File: src/rtl/dice_roller.sv
// Multi-die electronic dice: N_DICE dice chained as an odometer while button is held,
// registered total with a one-cycle valid on release. Optional `doubles` output under DICE_DOUBLES_EN.
module dice_roller #(
  parameter int unsigned N_DICE = 2,
  parameter int unsigned FACES  = 6,
  parameter int unsigned FACE_W = 3,
  parameter int unsigned SUM_W  = 4
) (
  input  logic                       clk,
  input  logic                       rst,
  input  logic                       button,
  input  logic [N_DICE-1:0]          hold,
  output logic [N_DICE*FACE_W-1:0]   throw,
  output logic [SUM_W-1:0]           sum,
  output logic                       valid
`ifdef DICE_DOUBLES_EN
  ,
  output logic                       doubles
`endif
);

  localparam int unsigned THROW_W = N_DICE * FACE_W;

  localparam logic [1:0] ST_IDLE   = 2'd0;
  localparam logic [1:0] ST_ROLL   = 2'd1;
  localparam logic [1:0] ST_SETTLE = 2'd2;

  logic [1:0]         state_q, state_d;
  logic [THROW_W-1:0] throw_q, throw_d;
  logic [SUM_W-1:0]   sum_q, sum_d;
  logic               valid_q, valid_d;

  logic [FACE_W-1:0]  cur;
  logic               legal;
  logic               carry;
  logic [SUM_W-1:0]   total;

  // Odometer advance with illegal-value correction; a corrected die breaks the carry.
  always_comb begin
    throw_d = throw_q;
    cur     = '0;
    legal   = 1'b0;
    carry   = 1'b1;
    total   = '0;
    for (int k = 0; k < int'(N_DICE); k++) begin
      cur   = throw_q[k*FACE_W +: FACE_W];
      legal = (cur != '0) && (cur <= FACE_W'(FACES));
      total = total + SUM_W'(cur);
      if (!legal) begin
        throw_d[k*FACE_W +: FACE_W] = FACE_W'(1);
      end else if (button && !hold[k] && carry) begin
        throw_d[k*FACE_W +: FACE_W] = (cur == FACE_W'(FACES)) ? FACE_W'(1) : cur + FACE_W'(1);
      end
      carry = carry && legal && (hold[k] || (cur == FACE_W'(FACES)));
    end
  end

  // Roll/settle sequencing; the total is captured on leaving SETTLE.
  always_comb begin
    state_d = state_q;
    sum_d   = sum_q;
    valid_d = 1'b0;
    case (state_q)
      ST_IDLE: begin
        if (button) state_d = ST_ROLL;
      end
      ST_ROLL: begin
        if (!button) state_d = ST_SETTLE;
      end
      ST_SETTLE: begin
        state_d = button ? ST_ROLL : ST_IDLE;
        sum_d   = total;
        valid_d = 1'b1;
      end
      default: state_d = ST_IDLE;
    endcase
  end

  always_ff @(posedge clk) begin
    if (rst) begin
      state_q <= ST_IDLE;
      throw_q <= '0;
      sum_q   <= '0;
      valid_q <= 1'b0;
    end else begin
      state_q <= state_d;
      throw_q <= throw_d;
      sum_q   <= sum_d;
      valid_q <= valid_d;
    end
  end

  assign throw = throw_q;
  assign sum   = sum_q;
  assign valid = valid_q;

`ifdef DICE_DOUBLES_EN
  logic               doubles_q, doubles_d;
  logic [FACE_W-1:0]  ref_val;
  logic               any_free;
  logic               all_eq;

  // Doubles: every non-held die shows the same face; all-held never counts.
  always_comb begin
    doubles_d = doubles_q;
    ref_val   = '0;
    any_free  = 1'b0;
    all_eq    = 1'b1;
    for (int k = 0; k < int'(N_DICE); k++) begin
      if (!hold[k]) begin
        if (!any_free) begin
          ref_val  = throw_q[k*FACE_W +: FACE_W];
          any_free = 1'b1;
        end else if (throw_q[k*FACE_W +: FACE_W] != ref_val) begin
          all_eq = 1'b0;
        end
      end
    end
    if (state_q == ST_SETTLE) doubles_d = any_free && all_eq;
  end

  always_ff @(posedge clk) begin
    if (rst) doubles_q <= 1'b0;
    else     doubles_q <= doubles_d;
  end

  assign doubles = doubles_q;
`endif

endmodule

File: config.mk
export PLATFORM = sky130hd
export DESIGN_NAME = dice_roller
export DESIGN_NICKNAME = d
export VERILOG_FILES = /design/src/rtl/dice_roller.sv
export SDC_FILE = /design/constraint.sdc
export NUM_CORES = 1
export LEC_CHECK = 0
export ABC_AREA = 1
export BUFFER_PORTS_ARGS = -buffer_cell sky130_fd_sc_hd__buf_4
export CAP_MARGIN = 25
export CELL_PAD_IN_SITES_DETAIL_PLACEMENT = 0
export CELL_PAD_IN_SITES_GLOBAL_PLACEMENT = 1
export CORE_ASPECT_RATIO = 0.8
export CORE_UTILIZATION = 38
export CTS_BUF_LIST = sky130_fd_sc_hd__clkbuf_16
export CTS_CLUSTER_SIZE = 10
export DETAILED_ROUTE_END_ITERATION = 8
export GPL_TIMING_DRIVEN = 0
export PLACE_DENSITY_LB_ADDON = 0.1
export SLEW_MARGIN = 15
export SYNTH_ARGS = -nofsm -noshare
export SYNTH_HDL_FRONTEND = slang
export SYNTH_SLANG_ARGS = --single-unit
File: constraint.sdc
create_clock -name clk -period 2.5 [get_ports clk]
set_input_delay 0.25 -clock clk [delete_from_list [all_inputs] [get_ports clk]]
set_output_delay 0.25 -clock clk [all_outputs]
set_load 0.005 [all_outputs]
Word-level counts from Yosys, hierarchy flattened
Index checks and enable logic that the tools add are counted.
{"block": "totals", "ff_bits": 13}
{"block": "op_classes", "n_addsub": 3, "n_eq_ne": 8, "muxes": 11, "bitwise_logic": 2, "n_lt_le_gt_ge": 2, "n_reduce_logical": 15}
{"op": "adder 3 x 1 -> 3 bit, second input constant", "n": 2}
{"op": "equality test 3 bit, second input constant", "n": 2}
{"op": "less-or-equal comparator 3 bit, second input constant", "n": 2}
{"op": "logical AND 1 bit", "n": 6}
{"op": "2-to-1 mux 1 bit", "n": 6}
{"op": "2-to-1 mux 3 bit", "n": 2}
{"op": "inequality test 2 bit, second input constant", "n": 3}
{"op": "one-hot mux 2 bit (3 select lines)", "n": 1}
{"op": "nonzero test 3 bit", "n": 2}
{"op": "adder 3 x 3 -> 4 bit", "n": 1}
{"op": "2-to-1 mux 2 bit", "n": 2}
{"op": "OR reduction 2 bit", "n": 2}
{"op": "equality test 2 x 1 -> 1 bit, second input constant", "n": 1}
{"op": "equality test 2 bit, second input constant", "n": 1}
{"op": "logical NOT 1 bit", "n": 2}
{"op": "logical NOT 2 bit", "n": 1}
{"op": "inequality test 2 x 1 -> 1 bit, second input constant", "n": 1}
{"op": "NOT 1 bit", "n": 2}
{"op": "AND reduction 2 bit", "n": 1}
{"op": "logical OR 1 bit", "n": 1}

Depth between registers and ports, before layout
{"block": "logic_depth", "depth_word": 6, "depth_mapped": 8, "ltp_nobuf": 8}

Worst setup path before layout
OpenSTA, ideal clock, no wires.
{"block": "synth_path", "kind": "reg2reg", "start": "reg throw_q[0] (netlist: throw[0])", "end": "reg sum_q[2] (netlist: sum[2])", "period_less_slack_ps": 1348, "n_path_buf": 0, "arrival_ps": 1278, "slack_ps": 1152, "stages_incl_launch_ff": 6, "path_cell_list": "dfxtp_1 > ha_1 > inv_1 > fa_1 > xor2_1 > a21oi_1"}
{"block": "synth_between", "elab_chain_len": 1}
{"item": "start: declaration", "line": "29", "rtl": "logic [THROW_W-1:0] throw_q, throw_d;"}
{"item": "start signal: assignment", "line": "87", "rtl": "throw_q <= throw_d;"}
{"item": "adder 3 x 3 -> 4 bit", "line": "48", "rtl": "total = total + SUM_W'(cur);"}
{"item": "end signal: assignment", "line": "88", "rtl": "sum_q <= sum_d;"}
{"item": "end: declaration", "line": "30", "rtl": "logic [SUM_W-1:0] sum_q, sum_d;"}
Every way passes these cells.
A chain may end at the register's enable or synchronous reset.

Final worst setup path
Same ends and word-level chain as after synthesis.

==> run metrics <==
Critical Path RT 2.67 ns; row count 13; Final Max Tran Viols 0; Area Overhead vs Synth 33.7%; post-synthesis sequential area ratio 39.8%; largest net degree at the start of global routing 10; first-pass GRT wire length 2.17 mm; grt total ovfl 0; worst setup margin 1.05 ns; Critical Path End Type flop; clock sinks 13; worst-case clock skew 0.00227 ns; cts hold-fix bufs 0; R2R depth 5; TritonCTS Buffers 3; Reg2Reg Capture Point sum[2]; reg-to-reg startpoint throw[0]; Worst slew margin 78.4%; total power 571 uW; antenna-violating nets left 0; FMAX 690 MHz; outcome complete, no violations; ANT cells 0; worst-path cell chain ha_1 > inv_1 > fa_1 > xor2_1 > a21oi_1; final HPWL from detailed placement 969 um; Post-Syn Nets 94; Reg power frac 38.9%; die extent in x 48.4 um; R2R Setup Slk 1.05 ns; setup bufs post-CTS 0; vias in the first global route 459; Die Span Y 39.1 um; CTS tree done; leakage power 0.386 nW; slowest stage delay, CP 0.46 ns; arrival time worst endpoint 1.62 ns; Max Cap Viol 0; Place WS 1.05 ns; crit path time final 1.45 ns; WS Path Type flop to flop; worst hold path cell count 2; Synth Cell Area 654 sq um; clock tree buffer depth 2; Finish-stage setup viols 0; # port buffers 15; hold_sp button; GP Congestion 0.747; Yosys warning count 0; Fin Setup TNS 0 ns; logic gate share of total power 8.6%; Ports 16; Net Sw Power 122 uW; WL final 1.32 mm; vias per cell 4.85; Clk pwr share 52.5%; initial core utilization 40.2%; CP Launch Type flop; clk_lat worst skew 0.24 ns; Worst-Margin Slew 0.323 ns; sw frac 21.4%; Yosys cell types 21; CP max stage cell dfxtp_1; GRT Total Usage 15.9%; RSZ-0062 raised after global routing false; fin crit share 57.9%; clock transition at the registers of the reported paths 0.05 ns; DR pass1 iterations 3; Avg Cell Area, Syn 7.70 sq um; # fillers 171; Core Region 1630 sq um; die area 1890 sq um; CTS root buf clkbuf_16; internal cell power 449 uW; Hold Path Class input port to flop; crit path max fanout 7; 1st-iter DRT viols 7; post-route core utilization 53.8%; post_cts resized 0; Cells after Synth 85; Nets 114; H-tree depth reported by CTS 1; Hold Vio Cnt, Final 0; initial antenna violation count 0; DRC 0; vias post-DR 611; flop and latch count out of synthesis 13; routed length per instance 10.5 um; hold path endpoint state_q[1]; layout cells sized above 1 26.0%; Max IR drop VDD 0.000437 V; Pwr per Cell Area 653 nW/um^2
==> how the worst max path moves through the flow <==
| stage | start | endpoint | cells past startpoint |
|---|---|---|---|
| final | throw[0] | sum[2] | 5 |
| after global routing | throw[0] | sum[2] | 5 |
| after CTS | throw[0] | sum[2] | 5 |
| after detailed placement | throw[0] | sum[2] | 5 |
| after global placement | throw[0] | sum[2] | 5 |
| after floorplan | throw[0] | sum[2] | 5 |
==> metal layers <==
layer  up-vias  wire length (um)  global-route usage (%)
met3         2                87                    6.27
li1        320                 -                       -
met1       273               696                    21.4
met4         0                 5                    4.41
met5         -                 0                       0
met2        16               528                    23.2
==> cell usage in the layout (no fill, tap or decap) <==
cell type   n
buf_4      15
o21ai_1     3
dfxtp_1    13
nand2_1    12
ha_1        3
nor4_1      1
fa_1        1
clkinv_2    1
inv_1      12
nor2_4      1
clkbuf_16   3
xor2_1      1
inv_2       2
nand3_4     1
a211oi_1    1
a21oi_1     7
o21ai_0     6
nand3_1     7
nand2_2     2
o21ai_2     1
a31oi_1     2
nor2_2      1
nor2_1      7
nand4_1     1
==> cell usage after synthesis (all sizes together) <==
cell type	instances	area share, %
ha	3	5.7
a21oi	7	5.4
o21ai	10	8.2
nand3	8	8.0
xor2	1	1.3
inv	14	8.0
fa	1	3.1
a211oi	1	1.1
a31oi	2	1.9
nand2	14	8.8
nor4	1	0.96
nor2	9	6.7
dfxtp	13	40
nand4	1	0.96
==> state kept, by name, summed over array words and instances (netlist names) <==
signal and flops:
state_q 2, valid 1, sum 4, throw 6
==> through the flow <==
stage,cells,area [sq um],hold slack [ns]
2_1_floorplan,85,654,0.322
3_3_place_gp,122,795,0.433
3_5_place_dp,122,795,0.428
4_1_cts,126,875,0.177
5_1_grt,126,875,0.189
6_report,126,875,0.183
==> power groups by stage <==
stage / Clock, mW / Combinational (mW) / Sequential, mW
4_1_cts: 0.307 / 0.0494 / 0.222
5_1_grt: 0.318 / 0.0573 / 0.223
2_1_floorplan: 0 / 0.0291 / 0.225
3_5_place_dp: 0 / 0.0488 / 0.226
3_3_place_gp: 0 / 0.0492 / 0.226
6_report: 0.300 / 0.0492 / 0.222
==> worst max-delay path, delay by kind of cell (launching register included) <==
kind / cells / cell delay [ns]
adder cells (fa/ha/maj): 2 / 0.58
flip-flops: 1 / 0.46
XOR/XNOR: 1 / 0.15
AO/OA/AOI/OAI: 1 / 0.14
buffers and inverters: 1 / 0.05
==> cells by family (layout without fill, tap and decap cells) <==
logic type      count (synthesis)  count (layout)  synth area share, %
simple gates                   33              33                 25.4
compound gates                 20              20                 16.6
buf+inv                        14              33                 8.03
flops                          13              13                 39.8
fa+ha+maj                       4               4                 8.80
xor+xnor                        1               1                 1.34
==> layout make-up <==
cell class	instances	area, sq um	area share (%)
sequential	13	260	29.8
clock inverter	1	5.00	0.572
tap	22	27.5	3.15
inverter	14	52.6	6.01
clock buffer	3	75.1	8.58
multi-input combinational	58	342	39.1
timing repair buffer	15	113	12.9
Power figures use the tool's default switching activity.
